File: config.mk
export PLATFORM = sky130hd
export DESIGN_NAME = if_fetch
export DESIGN_NICKNAME = d
export VERILOG_FILES = /design/src/rtl/if_fetch.sv
export SDC_FILE = /design/constraint.sdc
export NUM_CORES = 1
export LEC_CHECK = 0
export CAP_MARGIN = 0
export CORE_MARGIN = 2
export CORE_UTILIZATION = 53
export CTS_CLUSTER_DIAMETER = 150
export CTS_CLUSTER_SIZE = 10
export DETAILED_ROUTE_END_ITERATION = 10
export PLACE_DENSITY = 0.81
export SLEW_MARGIN = 5
export SYNTH_ARGS = -nofsm -noshare
export SYNTH_HDL_FRONTEND = slang
export SYNTH_SLANG_ARGS = --single-unit
File: constraint.sdc
create_clock -name clk -period 5.2 [get_ports clk]
set_input_delay 0.78 -clock clk [delete_from_list [all_inputs] [get_ports clk]]
set_output_delay 0.78 -clock clk [all_outputs]
set_load 0.1 [all_outputs]
File: src/rtl/if_fetch.sv
// Instruction fetch front end: keeps the instruction ROM streaming one word
// per cycle, buffers up to two fetched words for decode, and redirects on
// jump requests from execute without leaking stale instructions.
module if_fetch #(
   parameter logic [31:0] RESET_PC = 32'h0000_0000
) (
   input  logic        clk,
   input  logic        rst,
   input  logic        jump_en_i,
   input  logic [31:0] jump_addr_i,
   output logic        rom_r_en_o,
   output logic [31:0] rom_r_addr_o,
   input  logic [31:0] rom_r_data_i,
   output logic        inst_valid_o,
   input  logic        inst_ready_i,
   output logic [31:0] inst_o,
   output logic [31:0] inst_addr_o
);

   localparam logic [31:0] NOP = 32'h0000_0013;

   logic [31:0] pc;
   logic        inflight;
   logic [31:0] inflight_addr;
   logic [31:0] fifo_addr [2];
   logic [31:0] fifo_inst [2];
   logic        rd_ptr;
   logic        wr_ptr;
   logic [1:0]  occ;
   logic        push;
   logic        pop;
   logic        issue;
   logic [2:0]  pending;
   logic [31:0] head_addr;
   logic [31:0] head_inst;
   logic        unused_jump_lsbs;

   // Byte offset of a jump target is irrelevant: fetches are word aligned.
   assign unused_jump_lsbs = ^jump_addr_i[1:0];

   // Head of the buffer; when the buffer is empty the word returning from the
   // ROM this cycle is presented directly so a new stream costs one cycle.
   always_comb begin
      head_addr = inflight_addr;
      head_inst = rom_r_data_i;
      if (occ != 2'd0) begin
         head_addr = fifo_addr[rd_ptr];
         head_inst = fifo_inst[rd_ptr];
      end
   end

   assign inst_valid_o = ~rst & ~jump_en_i & ((occ != 2'd0) | inflight);
   assign inst_o       = inst_valid_o ? head_inst : NOP;
   assign inst_addr_o  = inst_valid_o ? head_addr : 32'h0000_0000;
   assign pop          = inst_valid_o & inst_ready_i;

   // Returning ROM data is kept unless a jump or reset makes it stale.
   assign push = ~rst & ~jump_en_i & inflight;

   // Words owed to decode after this cycle (buffered plus returning, minus
   // the one consumed now); never underflows because pop implies a word.
   assign pending = {1'b0, occ} + {2'b00, inflight} - {2'b00, pop};
   assign issue   = ~rst & (jump_en_i | (pending < 3'd2));

   assign rom_r_en_o   = issue;
   assign rom_r_addr_o = jump_en_i ? {jump_addr_i[31:2], 2'b00} : pc;

   // Program counter, in-flight tracking and buffer bookkeeping.
   always_ff @(posedge clk) begin
      if (rst) begin
         pc            <= RESET_PC;
         inflight      <= 1'b0;
         inflight_addr <= 32'h0000_0000;
         rd_ptr        <= 1'b0;
         wr_ptr        <= 1'b0;
         occ           <= 2'd0;
      end else begin
         inflight <= issue;
         if (issue) begin
            pc            <= rom_r_addr_o + 32'd4;
            inflight_addr <= rom_r_addr_o;
         end
         if (jump_en_i) begin
            rd_ptr <= 1'b0;
            wr_ptr <= 1'b0;
            occ    <= 2'd0;
         end else begin
            if (push) begin
               wr_ptr <= ~wr_ptr;
            end
            if (pop) begin
               rd_ptr <= ~rd_ptr;
            end
            occ <= occ + {1'b0, push} - {1'b0, pop};
         end
      end
   end

   // Buffer storage; a word pushed and popped in the same cycle passes
   // through harmlessly because both pointers advance together.
   always_ff @(posedge clk) begin
      if (push) begin
         fifo_addr[wr_ptr] <= inflight_addr;
         fifo_inst[wr_ptr] <= rom_r_data_i;
      end
   end

endmodule
Word-level counts from Yosys, hierarchy flattened
Memories as Yosys holds them, arrays and structs flattened. A register that Yosys moved wholly into a read port is not among the register bits.
Index checks and enable logic that the tools add are counted.
{"block": "totals", "ramBits": 128, "word_cells": 38, "in_bits": 68, "regBits": 69, "mem_count": 2}
{"block": "op_classes", "bitwise": 11, "n_addsub": 5, "magnitude_cmp": 1, "reduce_logical": 2, "muxes": 11}
{"memory": "fifo_addr", "words": 2, "word_bits": 32, "rd": 1, "rd_ports_with_merged_regs": 1, "wr": 1, "line": "25", "source": "logic [31:0] fifo_addr [2];"}
{"memory": "fifo_inst", "words": 2, "word_bits": 32, "rd": 1, "rd_ports_with_merged_regs": 1, "wr": 1, "line": "26", "source": "logic [31:0] fifo_inst [2];"}
{"operator": "$mux W32", "count": 5}
{"operator": "$add A32 B3 Y32 const B", "count": 1}
{"operator": "$mux W1", "count": 6}
{"operator": "$and A1 B1 Y1", "count": 5}
{"operator": "$not A1 Y1", "count": 4}
{"operator": "$add A2 B1 Y3", "count": 1}
{"operator": "$lt A3 B2 Y1 const B", "count": 1}
{"operator": "$sub A3 B1 Y3", "count": 1}
{"operator": "$add A2 B1 Y2", "count": 1}
{"operator": "$or A1 B1 Y1", "count": 2}
{"operator": "$reduce_bool A2 Y1", "count": 1}
{"operator": "$reduce_or A2 Y1", "count": 1}
{"operator": "$sub A2 B1 Y2", "count": 1}

Depth between registers and ports, before layout
Gate-level depths: netlist of run 1.
{"block": "depth", "ltp_word": 8, "mapped_depth": 17, "mapped_depth_nobuf": 12}

Least setup slack after synthesis of run 1
No wires, ideal clock.
{"block": "synth_path", "kind": "input-to-output", "from": "input jump_en_i", "to": "output rom_r_en_o", "cell_stages": 15, "setup_slack_ns": -0.221, "required_time_ns": 4.420, "path_buffers": 5, "arrival_ns": 4.641, "cell_sequence": "buf_6 > buf_2 > buf_2 > nor2_1 > o21ai_0 > inv_1 > nand2_1 > or2_2 > fa_1 > xor2_1 > a21o_1 > nand2_1 > inv_1 > clkbuf_1 > buf_2"}
{"block": "synth_between", "elab_chain_cells": 8}
{"item": "start, declared", "line": "9", "source": "input logic jump_en_i,"}
{"item": "$not A1 Y1", "line": "52", "source": "assign inst_valid_o = ~rst & ~jump_en_i & ((occ != 2'd0) | inflight);"}
{"item": "$and A1 B1 Y1 (2 in a row)", "line": "52"}
{"item": "via inst_valid_o", "line": "14", "source": "output logic inst_valid_o,"}
{"item": "$and A1 B1 Y1", "line": "55", "source": "assign pop = inst_valid_o & inst_ready_i;"}
{"item": "$sub A3 B1 Y3", "line": "62", "source": "assign pending = {1'b0, occ} + {2'b00, inflight} - {2'b00, pop};"}
{"item": "$lt A3 B2 Y1", "line": "63", "source": "assign issue = ~rst & (jump_en_i | (pending < 3'd2));"}
{"item": "$or A1 B1 Y1", "line": "63"}
{"item": "$and A1 B1 Y1", "line": "63"}
{"item": "end, declared", "line": "11", "source": "output logic rom_r_en_o,"}
The timed path passes the listed nets, and every way through them passes these cells.

Worst setup path in the final report of run 1
{"block": "layout_path", "from": "input rst", "to": "output rom_r_en_o"}
{"block": "layout_between", "elab_chain_cells": 8}
{"item": "start, declared", "line": "8", "source": "input logic rst,"}
{"item": "$not A1 Y1 (*)", "line": "52, 63"}
{"item": "$and A1 B1 Y1 (2 in a row)", "line": "52"}
{"item": "$and A1 B1 Y1", "line": "55"}
{"item": "$sub A3 B1 Y3", "line": "62"}
{"item": "$lt A3 B2 Y1", "line": "63"}
{"item": "$or A1 B1 Y1", "line": "63"}
{"item": "$and A1 B1 Y1 (*)", "line": "63"}
Mark *: on every way between the ends. The rest lies on a longest branch, timed or not.

==> flow_metrics.env, run 1 <==
export IMPL_io_pins=166
export IMPL_grt_pass1_wl_um=32800
export IMPL_fp_dieW_um=135
export IMPL_switching_share=0.284
export IMPL_rsz0062_at_grt="no"
export IMPL_portBuffers=163
export IMPL_min_path_type="flip-flop to flip-flop"
export IMPL_synth_edf_count=128
export IMPL_synthTopCellsByArea="edfxtp_1, dfxtp_1, mux2i_1, nor2_1, a211oi_1"
export IMPL_cts_resized=0
export IMPL_skew_ns=0.00548
export IMPL_setup_violations_final=0
export IMPL_final_common_cell="edfxtp_1"
export IMPL_drcViolationCount=0
export IMPL_combPwrFrac=0.170
export IMPL_synth_top_area_frac=0.426
export IMPL_drive_gt1_frac=0.151
export IMPL_cp_buffers_inverters=4
export IMPL_synth_cells=806
export IMPL_viasPerCell=5.74
export IMPL_drv_slew=0
export IMPL_tns_ns=0
export IMPL_crit_slowest_cell="a21o_1"
export IMPL_synthArstFlopShare=0
export IMPL_synth_cell_types=55
export IMPL_cp_cell_sequence="clkdlybuf4s50_1 > nor2_1 > o21ai_2 > inv_2 > nand2_1 > or2_2 > fa_1 > xor2_1 > a21o_1 > nand2_1 > inv_1 > buf_12"
export IMPL_post_cts_buffers=0
export IMPL_fin_crit_ns=4.65
export IMPL_antenna_found_initial=0
export IMPL_post_dp_cell_area_mm2=0.0107
export IMPL_die_h_um=135
export IMPL_grt_use_met2=0.364
export IMPL_grt_start_max_net_pins=72
export IMPL_critPathMaxFanout=12
export IMPL_cp_common_cell="nand2_1"
export IMPL_overflow=0
export IMPL_vias=6795
export IMPL_htree_num_levels=4
export IMPL_synth_nets=877
export IMPL_detail_route_wl_per_cell_um=17.8
export IMPL_core_mm2=0.0166
export IMPL_grt_busiest_layer="met2"
export IMPL_layout_setup_ws_ns=0.550
export IMPL_cpPeakStageDelay_ns=0.50
export IMPL_synth_ff_type="edfxtp_1"
export IMPL_grt_util_met1=0.325
export IMPL_fp_row_count=47
export IMPL_path_clk_slew_ns=0.07
export IMPL_end_kind="output port"
export IMPL_ctsHoldBuffers=0
export IMPL_arrival_ns=3.87
export IMPL_cts_sinks=196
export IMPL_cts_root_buf="clkbuf_16"
export IMPL_p_per_area_mw_per_mm2=325
export IMPL_dr_pass1_iters=5
export IMPL_hold_viol=0
export IMPL_totalPowerFinal_mw=3.68
export IMPL_synth_area_mm2=0.00903
export IMPL_drv_cap=0
export IMPL_synth_seq_cells=196
export IMPL_status="finished clean"
export IMPL_finish_instance_area_mm2=0.0113
export IMPL_met3_usage=0.0405
export IMPL_place_gp_congestion=0.839
export IMPL_worstPathRequired_ns=4.42
export IMPL_synth_top_area_cell="edfxtp_1"
export IMPL_leakagePower_nw=4.05
export IMPL_power_frac_seq=0.481
export IMPL_detail_route_antenna_nets=0
export IMPL_intPower_mw=2.63
export IMPL_grt_usage=0.230
export IMPL_post_place_ws_ns=0.576
export IMPL_antenna_cells=0
export IMPL_cp_top_family="buffers and inverters"
export IMPL_area_delta_synth_final_pct=25.3
export IMPL_dpl_hpwl_um=13900
export IMPL_fin_nets=1022
export IMPL_worst_setup_path_start_kind="primary input"
export IMPL_timing_fmax_mhz=215
export IMPL_whs_ns=0.474
export IMPL_drt_initial_drc_count=497
export IMPL_numCtsBuffers=17
export IMPL_fill_cells=1265
export IMPL_avgSynthCellArea_um2=11.2
export IMPL_power_switching_mw=1.05
export IMPL_irDropWorstVdd_v=0.000252
export IMPL_period_share=0.894
export IMPL_start_util=0.542
export IMPL_worst_slew_pin_transition_ns=1.03
export IMPL_max_slew_margin_rel=0.312
export IMPL_drt_wl_total_um=21100
export IMPL_grt_pass1_vias=6327
export IMPL_dieArea_mm2=0.0181
export IMPL_clock_latency_ns=0.43
export IMPL_worstSetupPathType="primary input to output port"
export IMPL_final_cell_mix="edfxtp_1, nor2_1, clkdlybuf4s50_1"
export IMPL_synth_seq_area_share=0.577
export IMPL_ys_warnings_count=0
export IMPL_power_frac_clock=0.349
export IMPL_clockBufferDepth=2
export IMPL_tritoncts="done"
## area by class of cell
cell class | instances | area, µm² | area share
clock buffers | 24 | 494 | 0.0437
clock inverters | 8 | 95.1 | 0.00841
well taps | 220 | 275 | 0.0243
inverters | 20 | 75.1 | 0.00664
flip-flops and latches | 196 | 5210 | 0.461
repair buffers | 181 | 1620 | 0.144
multi-input cells | 535 | 3540 | 0.313
## cell families (layout without fill, tap and decap cells)
kind of cell	count (synthesis)	count (layout)	share of synthesized area
flip-flops	196	196	0.577
multiplexers	95	95	0.108
adder cells (fa/ha/maj)	3	3	0.00499
AO/OA/AOI/OAI	146	146	0.112
AND/OR/NAND/NOR	274	274	0.148
XOR/XNOR	17	17	0.0165
buffers and inverters	75	233	0.0347
## power by group through the flow
stage          sequential (mW)  clock (mW)  combinational, mW
2_1_floorplan             1.79           0              0.444
3_3_place_gp              1.80           0              0.615
5_1_grt                   1.78        1.35              0.656
3_5_place_dp              1.80           0              0.622
6_report                  1.77        1.28              0.626
4_1_cts                   1.77        1.30              0.625
## layer usage
| metal | wire, µm | vias up | part of all wire |
|---|---|---|---|
| met4 | 306 | 0 | 0.015 |
| li1 | - | 3294 | - |
| met5 | 0 | - | 0 |
| met3 | 1570 | 20 | 0.074 |
| met1 | 9420 | 3190 | 0.45 |
| met2 | 9800 | 291 | 0.46 |
## registers in the layout (all words and copies together), names as in the netlist, named ones only
signal         flops
fifo_inst         64
pc                32
wr_ptr             1
rd_ptr             1
inflight_addr     30
occ                2
fifo_addr         64
inflight           1
## worst register-to-register path, cell delays in order (launching register included)
cell	delay [ns]
dfxtp_1	0.49
or2_2	0.19
o21ai_2	0.06
inv_2	0.10
nand2_1	0.08
or2_2	0.30
fa_1	0.41
xor2_1	0.35
a21o_1	0.50
nand2_1	0.16
buf_4	0.25
or4_1	0.56
nand3_1	0.09
## worst paths after layout
kind	startpoint	to	slack (ns)	cells after the start
hold / removal	pc[15]	pc[15]	0.47	2
hold reg to reg	pc[15]	pc[15]	0.47	2
setup reg to reg	occ[1]	pc[24]	1.62	12
setup / recovery	rst	rom_r_en_o	0.55	12
## synthesized netlist by cell type (13+ instances only)
cell	instances
mux2i_1	79
nor2_1	103
nand2_1	60
a22o_1	16
clkbuf_1	40
a31oi_1	34
o21ai_0	28
nand3_1	41
mux2_2	16
inv_1	19
xnor2_1	13
dfxtp_1	68
edfxtp_1	128
a211oi_1	33
## stage by stage
stage | util | instances
after floorplan | - | 806
after global placement | 0.644 | 1152
after detailed placement | 0.644 | 1152
after CTS | 0.679 | 1184
after global routing | 0.679 | 1184
final | 0.679 | 1184
Note: power is estimated with default switching activity, not from simulation.
==> run 2: changes to the inputs <==
--- a/config.mk
+++ b/config.mk
@@ -5,13 +5,15 @@
 export SDC_FILE = /design/constraint.sdc
 export NUM_CORES = 1
 export LEC_CHECK = 0
+export ABC_AREA = 1
 export CAP_MARGIN = 0
 export CORE_MARGIN = 2
 export CORE_UTILIZATION = 53
 export CTS_CLUSTER_DIAMETER = 150
 export CTS_CLUSTER_SIZE = 10
 export DETAILED_ROUTE_END_ITERATION = 10
-export PLACE_DENSITY = 0.81
+export MAX_ROUTING_LAYER = met4
+export PLACE_DENSITY = 0.8
 export SLEW_MARGIN = 5
 export SYNTH_ARGS = -nofsm -noshare
 export SYNTH_HDL_FRONTEND = slang
==> flow_metrics.env, run 2 <==
export IMPL_status="finished clean"
export IMPL_drive_gt1_frac=0.214
export IMPL_post_cts_buffers=0
export IMPL_area_delta_synth_final_pct=30.5
export IMPL_wl_met3_um=1640
export IMPL_overflow=0
export IMPL_cts_sinks=196
export IMPL_power_switching_mw=1.07
export IMPL_synth_commonest_cells="nand2_1, edfxtp_1, inv_1"
export IMPL_avgSynthCellArea_um2=9.50
export IMPL_detail_route_antenna_nets=0
export IMPL_cts_resized=0
export IMPL_top_regs="fifo_addr x64, fifo_inst x64, pc x32"
export IMPL_hold_viol=0
export IMPL_leakagePower_nw=4.66
export IMPL_worst_setup_path_start_kind="primary input"
export IMPL_met1Wirelength_um=9670
export IMPL_ctsHoldBuffers=0
export IMPL_synth_ff_type="edfxtp_1"
export IMPL_regToRegSetupSlack_ns=1.92
export IMPL_irDropWorstVdd_v=0.000234
export IMPL_synth_nets=1044
export IMPL_final_cell_mix="nand2_1, edfxtp_1, inv_1"
export IMPL_cts_root_buf="clkbuf_16"
export IMPL_regToRegStartpoint="occ[1]"
export IMPL_numCtsBuffers=17
export IMPL_fin_nets=1184
export IMPL_grt_start_max_net_pins=66
export IMPL_tritoncts="done"
export IMPL_whs_ns=0.453
export IMPL_worstSetupPathType="primary input to output port"
export IMPL_dpl_hpwl_um=14700
export IMPL_fp_dieW_um=136
export IMPL_drt_initial_drc_count=530
export IMPL_combPwrFrac=0.189
export IMPL_synth_seq_cells=196
export IMPL_wl_met2_um=10800
export IMPL_synthArstFlopShare=0
export IMPL_start_util=0.538
export IMPL_synth_top_area_cell="edfxtp_1"
export IMPL_holdPathEnd="fifo_addr[0][5]"
export IMPL_core_mm2=0.0172
export IMPL_p_per_area_mw_per_mm2=308
export IMPL_dieArea_mm2=0.0185
export IMPL_period_share=0.819
export IMPL_synth_edf_count=128
export IMPL_synth_top_area_frac=0.416
export IMPL_grt_pass1_vias=7051
export IMPL_die_h_um=136
export IMPL_antenna_cells=0
export IMPL_ys_warnings_count=0
export IMPL_synthTopCellsByArea="edfxtp_1, dfxtp_1, nand2_1, o21ai_0, inv_1"
export IMPL_crit_start="jump_en_i"
export IMPL_grt_usage=0.255
export IMPL_layout_setup_ws_ns=0.942
export IMPL_htree_num_levels=4
export IMPL_power_frac_clock=0.340
export IMPL_max_slew_margin_rel=0.214
export IMPL_io_pins=166
export IMPL_fin_crit_ns=4.26
export IMPL_fp_row_count=48
export IMPL_top_layer="met4"
export IMPL_hold_start="inflight_addr[5]"
export IMPL_final_common_cell="nand2_1"
export IMPL_power_frac_seq=0.471
export IMPL_detail_route_wl_per_cell_um=16.6
export IMPL_rsz0062_at_grt="no"
export IMPL_grt_pass1_wl_um=35500
export IMPL_setup_violations_final=0
export IMPL_drv_cap=0
export IMPL_worstPathRequired_ns=4.42
export IMPL_portBuffers=163
export IMPL_drcViolationCount=0
export IMPL_critPathMaxFanout=12
export IMPL_timing_fmax_mhz=235
export IMPL_dr_pass1_iters=5
export IMPL_synth_seq_area_share=0.563
export IMPL_tns_ns=0
export IMPL_clock_latency_ns=0.43
export IMPL_clockBufferDepth=2
export IMPL_yosysMostFrequentCell="nand2_1"
export IMPL_post_place_ws_ns=0.966
export IMPL_switching_share=0.288
export IMPL_drt_wl_total_um=22500
export IMPL_worst_slew_pin_transition_ns=1.18
export IMPL_end_kind="output port"
export IMPL_whs_path_depth=0
export IMPL_viasPerCell=5.49
export IMPL_drv_slew=0
export IMPL_intPower_mw=2.65
export IMPL_finish_instance_area_mm2=0.0121
export IMPL_synth_cells=973
export IMPL_min_path_type="flip-flop to flip-flop"
export IMPL_arrival_ns=3.48
export IMPL_path_clk_slew_ns=0.07
export IMPL_r2r_cells=18
export IMPL_worstReg2RegEnd="pc[25]"
export IMPL_antenna_found_initial=0
export IMPL_synth_area_mm2=0.00924
export IMPL_place_gp_congestion=0.910
export IMPL_synth_cell_types=44
export IMPL_post_dp_cell_area_mm2=0.0115
export IMPL_skew_ns=0.00731
export IMPL_vias=7414
run 2: changes by cell type after synthesis, moves of 30 or more:
cell | before | now
nand2_1 | 60 | 224
a221oi_1 | 0 | 30
a21oi_1 | 5 | 48
a211oi_1 | 33 | 3
o21ai_0 | 28 | 64
mux2i_1 | 79 | 0
inv_1 | 19 | 85
nor2_1 | 103 | 65
nand2_2 | 0 | 39
run 2: per-layer routing:
layer  GRT usage  vias to the layer above
met1       0.332                     3512
met5           -                        -
li1            -                     3598
met4      0.0816                        0
met3      0.0425                       27
met2       0.410                      277
run 2: layout make-up:
cell class	count	area [µm²]
tap	225	282
clock buffer	24	503
clock inverter	8	75.1
fill	1288	5110
timing repair buffer	174	2240
inverter	93	354
multi-input combinational	631	3400
sequential	196	5210
run 2: cell families after synthesis:
kind of cell	Yosys count	synth area share
AO/OA/AOI/OAI	208	0.136
XOR/XNOR	4	0.00379
adder cells (fa/ha/maj)	3	0.00487
buffers and inverters	146	0.0723
flip-flops	196	0.563
AND/OR/NAND/NOR	416	0.220
run 2: power groups by stage:
stage	combinational [mW]	sequential, mW	clock [mW]
finish	0.702	1.75	1.26
global route	0.742	1.76	1.34
detailed placement	0.698	1.78	0
CTS	0.701	1.75	1.28
global placement	0.688	1.78	0
floorplan	0.492	1.78	0
run 2: worst max-delay path by stage:
stage | endpoint
floorplan | inst_addr_o[22]
global placement | rom_r_en_o
detailed placement | rom_r_en_o
CTS | rom_r_en_o
global route | rom_r_en_o
finish | rom_r_en_o
run 2: per-stage QoR:
step / util / instances / total power [mW]
after global placement: 0.669 / 1319 / 2.47
final: 0.702 / 1351 / 3.72
after CTS: 0.702 / 1351 / 3.73
after global routing: 0.702 / 1351 / 3.84
after detailed placement: 0.669 / 1319 / 2.48
after floorplan: - / 973 / 2.27
run 2: critical path, stage by stage:
cell and delay, ns:
clkdlybuf4s50_1 0.46, nor2_4 0.25, o21ai_4 0.10, nor2_4 0.13, inv_1 0.06, or2_1 0.24, a21boi_0 0.22, fa_1 0.45
a21oi_1 0.12, nand2_1 0.11, nand2_4 0.18, nand2_2 0.08, inv_2 0.11, buf_12 0.17
==> run 3: changes to the inputs <==
==> constraint.sdc (replaced) <==
create_clock -name clk -period 4.4 [get_ports clk]
set_input_delay 0.66 -clock clk [delete_from_list [all_inputs] [get_ports clk]]
set_output_delay 0.66 -clock clk [all_outputs]
set_load 0.1 [all_outputs]
==> flow_metrics.env, run 3 (synthesized netlist as in run 2, its figures left out) <==
export IMPL_status="finished clean"
export IMPL_grt_start_max_net_pins=66
export IMPL_dpl_hpwl_um=15200
export IMPL_power_switching_mw=1.31
export IMPL_max_slew_margin_rel=0.412
export IMPL_worstSetupPathType="primary input to output port"
export IMPL_post_dp_cell_area_mm2=0.0119
export IMPL_drcViolationCount=0
export IMPL_drt_initial_drc_count=547
export IMPL_htree_num_levels=4
export IMPL_timing_fmax_mhz=249
export IMPL_multi_input_area_mm2=0.00340
export IMPL_regToRegStartpoint="occ[1]"
export IMPL_utilization=0.730
export IMPL_path_clk_slew_ns=0.06
export IMPL_final_common_cell="nand2_1"
export IMPL_io_pins=166
export IMPL_intPower_mw=3.22
export IMPL_vias=7433
export IMPL_antenna_cells=0
export IMPL_critPathMaxFanout=12
export IMPL_detail_route_antenna_nets=0
export IMPL_arrival_ns=3.36
export IMPL_switching_share=0.289
export IMPL_cts_root_buf="clkbuf_16"
export IMPL_fp_row_count=48
export IMPL_rsz0062_at_grt="no"
export IMPL_skew_ns=0.00818
export IMPL_top_regs="fifo_addr x64, fifo_inst x64, pc x32"
export IMPL_whs_ns=0.455
export IMPL_numCtsBuffers=17
export IMPL_grt_pass1_wl_um=36900
export IMPL_irDropWorstVdd_v=0.000298
export IMPL_fin_crit_ns=4.02
export IMPL_overflow=0
export IMPL_finish_instance_area_mm2=0.0125
export IMPL_portBuffers=163
export IMPL_worstReg2RegEnd="pc[28]"
export IMPL_worst_slew_pin_transition_ns=0.881
export IMPL_area_delta_synth_final_pct=35.7
export IMPL_grt_busiest_layer="met2"
export IMPL_dieArea_mm2=0.0185
export IMPL_regToRegSetupSlack_ns=1.28
export IMPL_worst_setup_path_start_kind="primary input"
export IMPL_cts_sinks=196
export IMPL_period_share=0.914
export IMPL_start_util=0.538
export IMPL_die_h_um=136
export IMPL_cts_resized=0
export IMPL_power_frac_clock=0.343
export IMPL_dr_pass1_iters=5
export IMPL_grt_util_met1=0.352
export IMPL_core_mm2=0.0172
export IMPL_leakagePower_nw=4.83
export IMPL_met3_usage=0.0466
export IMPL_grt_use_met2=0.420
export IMPL_detail_route_wl_per_cell_um=17.1
export IMPL_power_frac_seq=0.457
export IMPL_drive_gt1_frac=0.219
export IMPL_tns_ns=0
export IMPL_combPwrFrac=0.200
export IMPL_drv_slew=0
export IMPL_clock_latency_ns=0.43
export IMPL_ctsHoldBuffers=0
export IMPL_clockBufferDepth=2
export IMPL_hold_start="inflight_addr[18]"
export IMPL_grt_usage=0.265
export IMPL_final_cell_mix="nand2_1, edfxtp_1, buf_12"
export IMPL_dp_cells=1322
export IMPL_grt_pass1_vias=7134
export IMPL_p_per_area_mw_per_mm2=361
export IMPL_fin_nets=1187
export IMPL_holdPathEnd="fifo_addr[0][18]"
export IMPL_hold_viol=0
export IMPL_drt_wl_total_um=23100
export IMPL_place_gp_congestion=0.925
export IMPL_post_cts_buffers=0
export IMPL_tritoncts="done"
export IMPL_viasPerCell=5.49
export IMPL_min_path_type="flip-flop to flip-flop"
export IMPL_fp_dieW_um=136
export IMPL_r2r_cells=17
export IMPL_end_kind="output port"
export IMPL_seqCellArea_mm2=0.00521
export IMPL_drv_cap=0
export IMPL_fill_cells=1194
export IMPL_instances_no_fill=1354
export IMPL_whs_path_depth=0
export IMPL_antenna_found_initial=0
export IMPL_setup_violations_final=0
export IMPL_worstPathRequired_ns=3.74
## run 3: metal layers
layer,up-vias,part of all wire
met1,3455,0.43
met4,0,0.014
li1,3613,-
met5,-,0
met3,29,0.080
met2,336,0.48
## run 3: final cells by class
class                      count  area share
sequential                   196       0.415
inverter                      93      0.0282
clock buffer                  21      0.0376
clock inverter                11     0.00978
multi-input combinational    631       0.271
tap                          225      0.0225
timing repair buffer         177       0.216
## run 3: worst max path at each step
stage,startpoint,endpoint,slack [ns],cells past startpoint
2_1_floorplan,jump_en_i,fifo_addr[1][0],0.01,5
3_3_place_gp,jump_en_i,rom_r_en_o,0.40,14
3_5_place_dp,jump_en_i,rom_r_en_o,0.39,14
4_1_cts,jump_en_i,rom_r_en_o,0.38,14
5_1_grt,jump_en_i,rom_r_en_o,0.17,14
6_report,jump_en_i,rom_r_en_o,0.38,14
## run 3: power by group through the flow
| stage | Sequential [mW] | Combinational [mW] | Clock (mW) |
|---|---|---|---|
| global route | 2.08 | 0.957 | 1.63 |
| finish | 2.07 | 0.908 | 1.55 |
| detailed placement | 2.11 | 0.902 | 0 |
| global placement | 2.10 | 0.892 | 0 |
| CTS | 2.07 | 0.908 | 1.57 |
| floorplan | 2.10 | 0.581 | 0 |
## run 3: critical path, stage by stage
cell and delay, ns:
clkdlybuf4s50_1 0.46, nor2_4 0.26, o21ai_4 0.10, nor2_4 0.13, inv_1 0.07, or2_1 0.24
a21boi_0 0.21, fa_1 0.45, a21oi_1 0.12, nand2_1 0.11, nand2_4 0.17, nand2_2 0.11
inv_2 0.09, buf_12 0.17
## run 3: through the flow
stage,power (mW),worst slack [ns]
3_3_place_gp,3.00,0.404
5_1_grt,4.67,0.166
3_5_place_dp,3.01,0.385
2_1_floorplan,2.68,0.0101
4_1_cts,4.55,0.382
6_report,4.53,0.379
